$ cat src/rtl/line_buf_sched_pkg.sv
// Shared types, widths and index helper for the line buffer ring scheduler.
package line_buf_sched_pkg;

    typedef enum logic [1:0] {
        IDLE   = 2'd0,
        POP    = 2'd1,
        ACTIVE = 2'd2
    } rd_state_t;

    localparam int STAT_W = 16;

    // Next ring index: n-1 wraps back to 0.
    function automatic int unsigned wrap_inc(input int unsigned idx, input int unsigned n);
        int unsigned res;
        if (idx == (n - 32'd1)) begin
            res = 32'd0;
        end else begin
            res = idx + 32'd1;
        end
        return res;
    endfunction

endpackage

$ cat src/rtl/line_buf_sched_stat_cnt.sv
// Saturating event counter used by the optional statistics outputs.
module line_buf_sched_stat_cnt
    import line_buf_sched_pkg::*;
(
    input  logic              clk,
    input  logic              rst,
    input  logic              inc,
    output logic [STAT_W-1:0] count
);

    logic [STAT_W-1:0] count_r;

    // Count events, sticking at all-ones.
    always_ff @(posedge clk) begin
        if (rst) begin
            count_r <= {STAT_W{1'b0}};
        end else if (inc && (count_r != {STAT_W{1'b1}})) begin
            count_r <= count_r + {{(STAT_W-1){1'b0}}, 1'b1};
        end else begin
            count_r <= count_r;
        end
    end

    assign count = count_r;

endmodule

$ cat src/rtl/line_buf_sched.sv
// Ring scheduler steering pixel lines into NUM_BUFS line buffers and replaying them in order.
// Define LINE_BUF_SCHED_STATS_EN to add lines_in_o / lines_out_o / drops_o counters.
module line_buf_sched
    import line_buf_sched_pkg::*;
#(
    parameter  int NUM_BUFS = 3,
    localparam int IDX_W    = $clog2(NUM_BUFS)
) (
    input  logic                clk_i,
    input  logic                rst_i,
    input  logic                push_i,
    input  logic                line_end_i,
    input  logic [NUM_BUFS-1:0] buf_empty_i,
    input  logic [NUM_BUFS-1:0] buf_unread_i,
    input  logic [NUM_BUFS-1:0] buf_line_end_i,
    input  logic                out_ready_i,
    output logic [IDX_W-1:0]    wr_sel_o,
    output logic [NUM_BUFS-1:0] pop_line_o,
    output logic [IDX_W-1:0]    rd_sel_o,
    output logic                rd_busy_o,
    output logic                drop_o
`ifdef LINE_BUF_SCHED_STATS_EN
    ,
    output logic [STAT_W-1:0]   lines_in_o,
    output logic [STAT_W-1:0]   lines_out_o,
    output logic [STAT_W-1:0]   drops_o
`endif
);

    logic [IDX_W-1:0]    wr_sel_r;
    logic [IDX_W-1:0]    rd_sel_r;
    logic [NUM_BUFS-1:0] pop_line_r;
    logic                rd_busy_r;
    logic                drop_r;
    logic                line_open_r;
    rd_state_t           state_r;

    logic [IDX_W-1:0]    wr_nxt_s;
    logic [IDX_W-1:0]    rd_nxt_s;
    logic [NUM_BUFS-1:0] pop_one_s;
    logic                line_done_s;
    logic                lap_s;
    logic                start_s;

    // Next pointers, lap detection and replay start qualification.
    always_comb begin
        wr_nxt_s    = IDX_W'(wrap_inc(32'(wr_sel_r), $unsigned(NUM_BUFS)));
        rd_nxt_s    = IDX_W'(wrap_inc(32'(rd_sel_r), $unsigned(NUM_BUFS)));
        pop_one_s   = {{(NUM_BUFS-1){1'b0}}, 1'b1} << rd_sel_r;
        line_done_s = push_i && line_end_i;
        // Conservative: uses the read pointer/busy state before this cycle's update.
        lap_s       = (wr_nxt_s == rd_sel_r) && (rd_busy_r || buf_unread_i[rd_sel_r]);
        // Never replay the buffer that a partially written line is still filling.
        start_s     = out_ready_i && buf_unread_i[rd_sel_r] && !buf_empty_i[rd_sel_r]
                      && !((wr_sel_r == rd_sel_r) && (line_open_r || push_i));
    end

    // Write pointer advance, drop pulse and open-line tracking.
    always_ff @(posedge clk_i) begin
        if (rst_i) begin
            wr_sel_r    <= {IDX_W{1'b0}};
            drop_r      <= 1'b0;
            line_open_r <= 1'b0;
        end else begin
            if (line_done_s && !lap_s) begin
                wr_sel_r <= wr_nxt_s;
            end else begin
                wr_sel_r <= wr_sel_r;
            end
            drop_r <= line_done_s && lap_s;
            if (push_i) begin
                line_open_r <= !line_end_i;
            end else begin
                line_open_r <= line_open_r;
            end
        end
    end

    // Read FSM: one-cycle pop, then hold the buffer until its line end.
    always_ff @(posedge clk_i) begin
        if (rst_i) begin
            state_r    <= IDLE;
            rd_sel_r   <= {IDX_W{1'b0}};
            pop_line_r <= {NUM_BUFS{1'b0}};
            rd_busy_r  <= 1'b0;
        end else begin
            case (state_r)
                IDLE: begin
                    if (start_s) begin
                        state_r    <= POP;
                        pop_line_r <= pop_one_s;
                        rd_busy_r  <= 1'b1;
                    end else begin
                        state_r    <= IDLE;
                        pop_line_r <= {NUM_BUFS{1'b0}};
                        rd_busy_r  <= 1'b0;
                    end
                end
                POP: begin
                    state_r    <= ACTIVE;
                    pop_line_r <= {NUM_BUFS{1'b0}};
                    rd_busy_r  <= 1'b1;
                end
                ACTIVE: begin
                    pop_line_r <= {NUM_BUFS{1'b0}};
                    if (buf_line_end_i[rd_sel_r]) begin
                        state_r   <= IDLE;
                        rd_sel_r  <= rd_nxt_s;
                        rd_busy_r <= 1'b0;
                    end else begin
                        state_r   <= ACTIVE;
                        rd_sel_r  <= rd_sel_r;
                        rd_busy_r <= 1'b1;
                    end
                end
                default: begin
                    state_r    <= IDLE;
                    pop_line_r <= {NUM_BUFS{1'b0}};
                    rd_busy_r  <= 1'b0;
                end
            endcase
        end
    end

    assign wr_sel_o   = wr_sel_r;
    assign rd_sel_o   = rd_sel_r;
    assign pop_line_o = pop_line_r;
    assign rd_busy_o  = rd_busy_r;
    assign drop_o     = drop_r;

`ifdef LINE_BUF_SCHED_STATS_EN
    line_buf_sched_stat_cnt u_lines_in (
        .clk   (clk_i),
        .rst   (rst_i),
        .inc   (line_done_s),
        .count (lines_in_o)
    );

    line_buf_sched_stat_cnt u_lines_out (
        .clk   (clk_i),
        .rst   (rst_i),
        .inc   (|pop_line_r),
        .count (lines_out_o)
    );

    line_buf_sched_stat_cnt u_drops (
        .clk   (clk_i),
        .rst   (rst_i),
        .inc   (drop_r),
        .count (drops_o)
    );
`endif

endmodule
$ cat config.mk
export PLATFORM = sky130hd
export DESIGN_NAME = line_buf_sched
export DESIGN_NICKNAME = d
export VERILOG_FILES = /design/src/rtl/line_buf_sched_pkg.sv /design/src/rtl/line_buf_sched_stat_cnt.sv /design/src/rtl/line_buf_sched.sv
export SDC_FILE = /design/constraint.sdc
export NUM_CORES = 1
export LEC_CHECK = 0
export ABC_AREA = 1
export BUFFER_PORTS_ARGS = -buffer_cell sky130_fd_sc_hd__buf_4
export CAP_MARGIN = 20
export CORE_MARGIN = 2
export CORE_UTILIZATION = 45
export CTS_CLUSTER_DIAMETER = 60
export CTS_CLUSTER_SIZE = 25
export DETAILED_ROUTE_END_ITERATION = 8
export GPL_TIMING_DRIVEN = 0
export PLACE_DENSITY = 0.74
export SYNTH_ARGS = -nofsm -noshare
export SYNTH_HDL_FRONTEND = slang
export SYNTH_SLANG_ARGS = --single-unit
$ cat constraint.sdc
create_clock -name clk_i -period 1.3 [get_ports clk_i]
set_input_delay 0.13 -clock clk_i [delete_from_list [all_inputs] [get_ports clk_i]]
set_output_delay 0.13 -clock clk_i [all_outputs]
set_load 0.005 [all_outputs]
Word-level counts from Yosys, hierarchy flattened --
Cells that the tools add are included.
Cells by class: $add $sub $neg 2, $lt $le $gt $ge 1, eq/ne operators 6, shift operators 1, muxes and demuxes 14, bitwise gates (word level) 2, reduce and logical (&&, ||, !) cells 17
Operator list (count):
- 1-bit logical AND | 8
- 1-bit binary-select mux with 2-bit select | 3
- 2-bit == test, second input constant | 3
- 1-bit two-way mux | 6
- 2-bit two-way mux | 3
- 2-bit case mux with 3 select lines | 1
- 2-bit by 1-bit adder with 2-bit output, second input constant | 2
- 2-bit == test | 2
- 1-bit logical NOT | 4
- 2-bit by 3-bit < comparator with 1-bit output, second input constant | 1
- 1-bit case mux with 3 select lines | 1
- 3-bit OR reduction | 1
- 1-bit by 2-bit left shift with 3-bit output, first input constant | 1
- 2-bit by 1-bit == test with 1-bit output, second input constant | 1
- 2-bit logical NOT | 1
- 1-bit logical OR | 2
- 1-bit inverter | 2
- 2-bit AND reduction | 1
Storage, ports and cells: register bits after elaboration 12, input bits 14, output and inout bits 9, logic and storage cells 50

Logic depth before layout (Yosys ltp) --
word-level depth 7, mapped depth 11

Worst setup path after synthesis --
No wires, ideal clock.
path kind reg-to-reg, start point register rd_sel_r[1] (netlist: rd_sel_o[1]), end point register wr_sel_r[0] (netlist: wr_sel_o[0]), setup time 0.114 ns, data arrival time 1.038 ns, setup slack 0.148 ns, cell stages (with the launch flop) 11, buffers on the path 1, period minus slack after synthesis 1.152 ns, cell sequence dfxtp_1 buf_6 inv_4 nand2_1 nand3_1 nand2_1 inv_2 nand2_2 nand2_2 nor2_1 nor2_2
On the way: word-level cells in the longest chain between the ends 6, elaborated cells between the ends (all ways) 7
Ends and longest elaborated chain:
- start: declaration | line line_buf_sched.sv:31 | logic [IDX_W-1:0] rd_sel_r;
- start signal: assignment | line line_buf_sched.sv:83 | rd_sel_r <= {IDX_W{1'b0}};
- start signal: assignment | line line_buf_sched.sv:108 | rd_sel_r <= rd_nxt_s;
- start signal: assignment | line line_buf_sched.sv:112 | rd_sel_r <= rd_sel_r;
- 1-bit binary-select mux with 2-bit select | line line_buf_sched.sv:52 | lap_s = (wr_nxt_s == rd_sel_r) && (rd_busy_r || buf_unread_i[rd_sel_r]);
- 1-bit two-way mux (implied by the code) | line line_buf_sched.sv:52
- 1-bit logical OR | line line_buf_sched.sv:52
- 1-bit logical AND (*) | line line_buf_sched.sv:52
- 1-bit logical NOT (*) | line line_buf_sched.sv:65 | if (line_done_s && !lap_s) begin
- 1-bit logical AND (*) | line line_buf_sched.sv:65
- end signal: assignment | line line_buf_sched.sv:61 | wr_sel_r <= {IDX_W{1'b0}};
- end signal: assignment | line line_buf_sched.sv:66 | wr_sel_r <= wr_nxt_s;
- end signal: assignment | line line_buf_sched.sv:68 | wr_sel_r <= wr_sel_r;
- end: declaration | line line_buf_sched.sv:30 | logic [IDX_W-1:0] wr_sel_r;
Mark *: on every way between the ends. The rest lies on a longest branch, timed or not. The select of a mux whose other input is x is not followed. A chain may end at the register's enable or synchronous reset.

Final worst setup path --
Same ends and word-level chain as after synthesis.

==> run metrics <==
outcome=complete, no violations; Worst Path Arrival=~1.4 ns; period utilisation layout=between 90 and 100%; Synth top cells by count=nand2_1, nor2_1, dfxtp_1, inv_1; switching share of power=approximately a quarter; # DRC=0; vias per inst=4.696; io pins=23; FF+latch area=245.2 sq um; routed len/inst=roughly 10 um; Critical Path Source Type=flop; Port Buf Inserts=22; Critical-path top delay cell=dfxtp_2; die height=40.65 um; r2r endpoint=wr_sel_o[0]; DR pass1 iterations=4; vias in the first global route=517; multi-input logic area=312.8 sq um; average size of a mapped cell=6.569 sq um; fmax=0.8315 GHz; R2R setup slack=0.1 ns; worst r2r path cells=11; Worst slew margin=around nine tenths; Total Routing Usage GR=18.71%; Slew @ Worst Pin=0.1769 ns; NumNets Final=135; critical path type=flop to flop; worst-skew pair later-pin latency=0.29 ns; Syn Inst Count=92; max-slew violation count=0; RSZ-0062 raised after global routing=no; delay-heaviest family, CP=simple AND/OR/NAND/NOR gates; Final GP Congestion=roughly 0.81; most frequent CP cell=nand2_1; largest net degree at the start of global routing=9; Leak=0.4680 nW; hold crit path type=primary input to flop; root buffer cell=clkbuf_4; core area=1285 sq um; Combinational Power Share=14.4%; Async SR Flop Fraction=0%; min Tclk post-route=1.203 ns; share of cells above drive strength 1=41.67%; Initial Util=47.03%; Critical Path RT=1.49 ns; die area=1652 sq um; post-synth top area share=between 30% and 40%; die span in x=between 40 and 50 um; total negative slack=0 ns; final setup fails=0; Cell Chain, Critical Path=buf_6 -> nor2_4 -> inv_1 -> nand2_1 -> nand2_1 -> inv_2 -> nand2_2 -> nand2_2 -> nand2_1 -> nand2_1 -> nor2_2; Syn. warnings=0; initial antenna violation count=0; Initial DRC Count=25; VDD IR max=between 0.0004 and 0.0005 V; register share of total power=47.3%; GRT Residual Overflow=0; crit-path max cell delay=~0.33 ns; overall routed net length=1364 um; antenna cells=0; worst hold start=rst_i; Worst Skew=0.003341 ns; Main synth FF type=dfxtp_1; HPWL after DPL=1003 um; hold path endpoint=rd_sel_o[1]; syn nets=roughly 110; count leader, synth=nand2_1; P&R area growth vs syn=42.24%; leading post-synthesis cells by cell area=dfxtp_1, nand2_1, nor2_1, inv_1, nand3_2; H-tree Lvls=1; WHS Path Cells=2; flops & latches, synth=12; clock sink count=12; Switching Power=0.2085 mW; Routed Antenna Nets=0; via count=634; PwrDens=949.5 nW/um^2; Crit Path Max Fanout=7; number of synthesized flops with an enable pin=0; Synth Cell Area=604.3 sq um; Max Cap Violations=0; Clock transition at path regs=~0.080 ns; synth unique cells=16; internal power=slightly above 0.6 mW; CTS tree=done; first-pass GRT wire length=2035 um; num rows=13; Fill cells=about 110; Reg-to-Reg Start=rd_sel_o[1]; crit end category=flop; largest area contributor in the netlist=dfxtp_1; total CTS buffers=3; Max clock buf depth=2; Seq/Total Area, Yosys=39.75%; CP bufs+invs=3; clock power share=38.3%; Hold Vio Cnt, Final=0; hold_buf cts=0; Min Hold Slack=0.05711 ns
through the flow:
step | power [mW] | area (sq um) | worst slack, ns | instances | util [%]
2_1_floorplan | 0.4559 | 604.3 | 0.1482 | 92 | -
3_3_place_gp | 0.5094 | 788.3 | 0.05976 | 129 | 61.34
3_5_place_dp | 0.5110 | 788.3 | 0.05758 | 129 | 61.34
4_1_cts | 0.8138 | 824.5 | 0.03790 | 133 | 64.17
5_1_grt | 0.8438 | 859.6 | 0.002270 | 135 | 66.89
6_report | 0.8162 | 859.6 | 0.09734 | 135 | 66.89
kinds of logic (layout without fill, tap and decap cells):
| logic type | after synthesis | after routing | synth area share (%) |
|---|---|---|---|
| compound gates | 3 | 3 | 2.484 |
| buf+inv | 15 | 43 | 10.97 |
| flops | 12 | 12 | 39.75 |
| simple gates | 62 | 62 | 46.79 |
layout by cell type, fill, tap and decap left out:
master    Yosys  routed
a21oi_1       2       2
buf_4         0      24
buf_6         1       1
clkbuf_4      0       3
clkbuf_8      0       1
dfxtp_1      12      10
dfxtp_2       0       1
dfxtp_4       0       1
inv_1         9       9
inv_2         4       4
inv_4         1       1
nand2_1      30      29
nand2_2       4       5
nand3_1       4       3
nand3_2       3       4
nand4_1       2       2
nor2_1       14      13
nor2_2        3       3
nor2_4        0       1
nor3_1        1       1
o21ai_1       1       1
or2_2         1       1
sequential cells by signal, indices dropped and copies added (netlist names):
signal	count
pop_line_o	3
rd_sel_o	2
state_r	2
wr_sel_o	2
drop_o	1
line_open_r	1
rd_busy_o	1
cell type report:
cell class,instances,share of cell area (%)
Timing Repair Buffer,24,20.96
Buffer,1,1.310
Inverter,14,6.405
Sequential cell,12,28.53
Multi-Input combinational cell,65,36.39
Tap cell,15,2.183
Clock buffer,4,4.221
worst reg2reg max path: cells and delay by family (launching register included):
| kind | cells | cell delay (ns) |
|---|---|---|
| buf+inv | 3 | 0.25 |
| flops | 1 | 0.33 |
| simple gates | 8 | 0.53 |
worst max path at each step:
stage | endpoint | start | cells after the start | slack (ns)
after floorplan | wr_sel_o[0] | rd_sel_o[1] | 10 | 0.15
after global placement | wr_sel_o[1] | rd_sel_o[0] | 9 | 0.06
after detailed placement | wr_sel_o[0] | rd_sel_o[1] | 11 | 0.06
after CTS | wr_sel_o[0] | rd_sel_o[1] | 11 | 0.04
after global routing | wr_sel_o[1] | rd_sel_o[1] | 11 | 0.002
final | wr_sel_o[0] | rd_sel_o[1] | 11 | 0.1
per-layer routing:
| layer | track usage, % | wire, um | part of all wire, % | vias to the layer above |
|---|---|---|---|---|
| met5 | 0 | 0 | 0 | - |
| met4 | 7.500 | 29 | 2.1 | 0 |
| met3 | 3.261 | 44 | 3.2 | 5 |
| met2 | 31.35 | 641 | 47 | 11 |
| met1 | 23.51 | 648 | 48 | 279 |
| li1 | - | - | - | 339 |
power by group through the flow:
| stage | Combinational [mW] | Sequential [mW] | Clock [mW] |
|---|---|---|---|
| after floorplan | 0.0604 | 0.396 | 0 |
| after global placement | 0.113 | 0.396 | 0 |
| after detailed placement | 0.114 | 0.397 | 0 |
| after CTS | 0.115 | 0.388 | 0.311 |
| after global routing | 0.130 | 0.388 | 0.325 |
| final | 0.117 | 0.386 | 0.313 |
repair_timing:
action,CTS,global route
buffers inserted,0,2
gates resized for setup,0,7
setup endpoints to repair,0,9
Power figures use the tool's default switching activity.
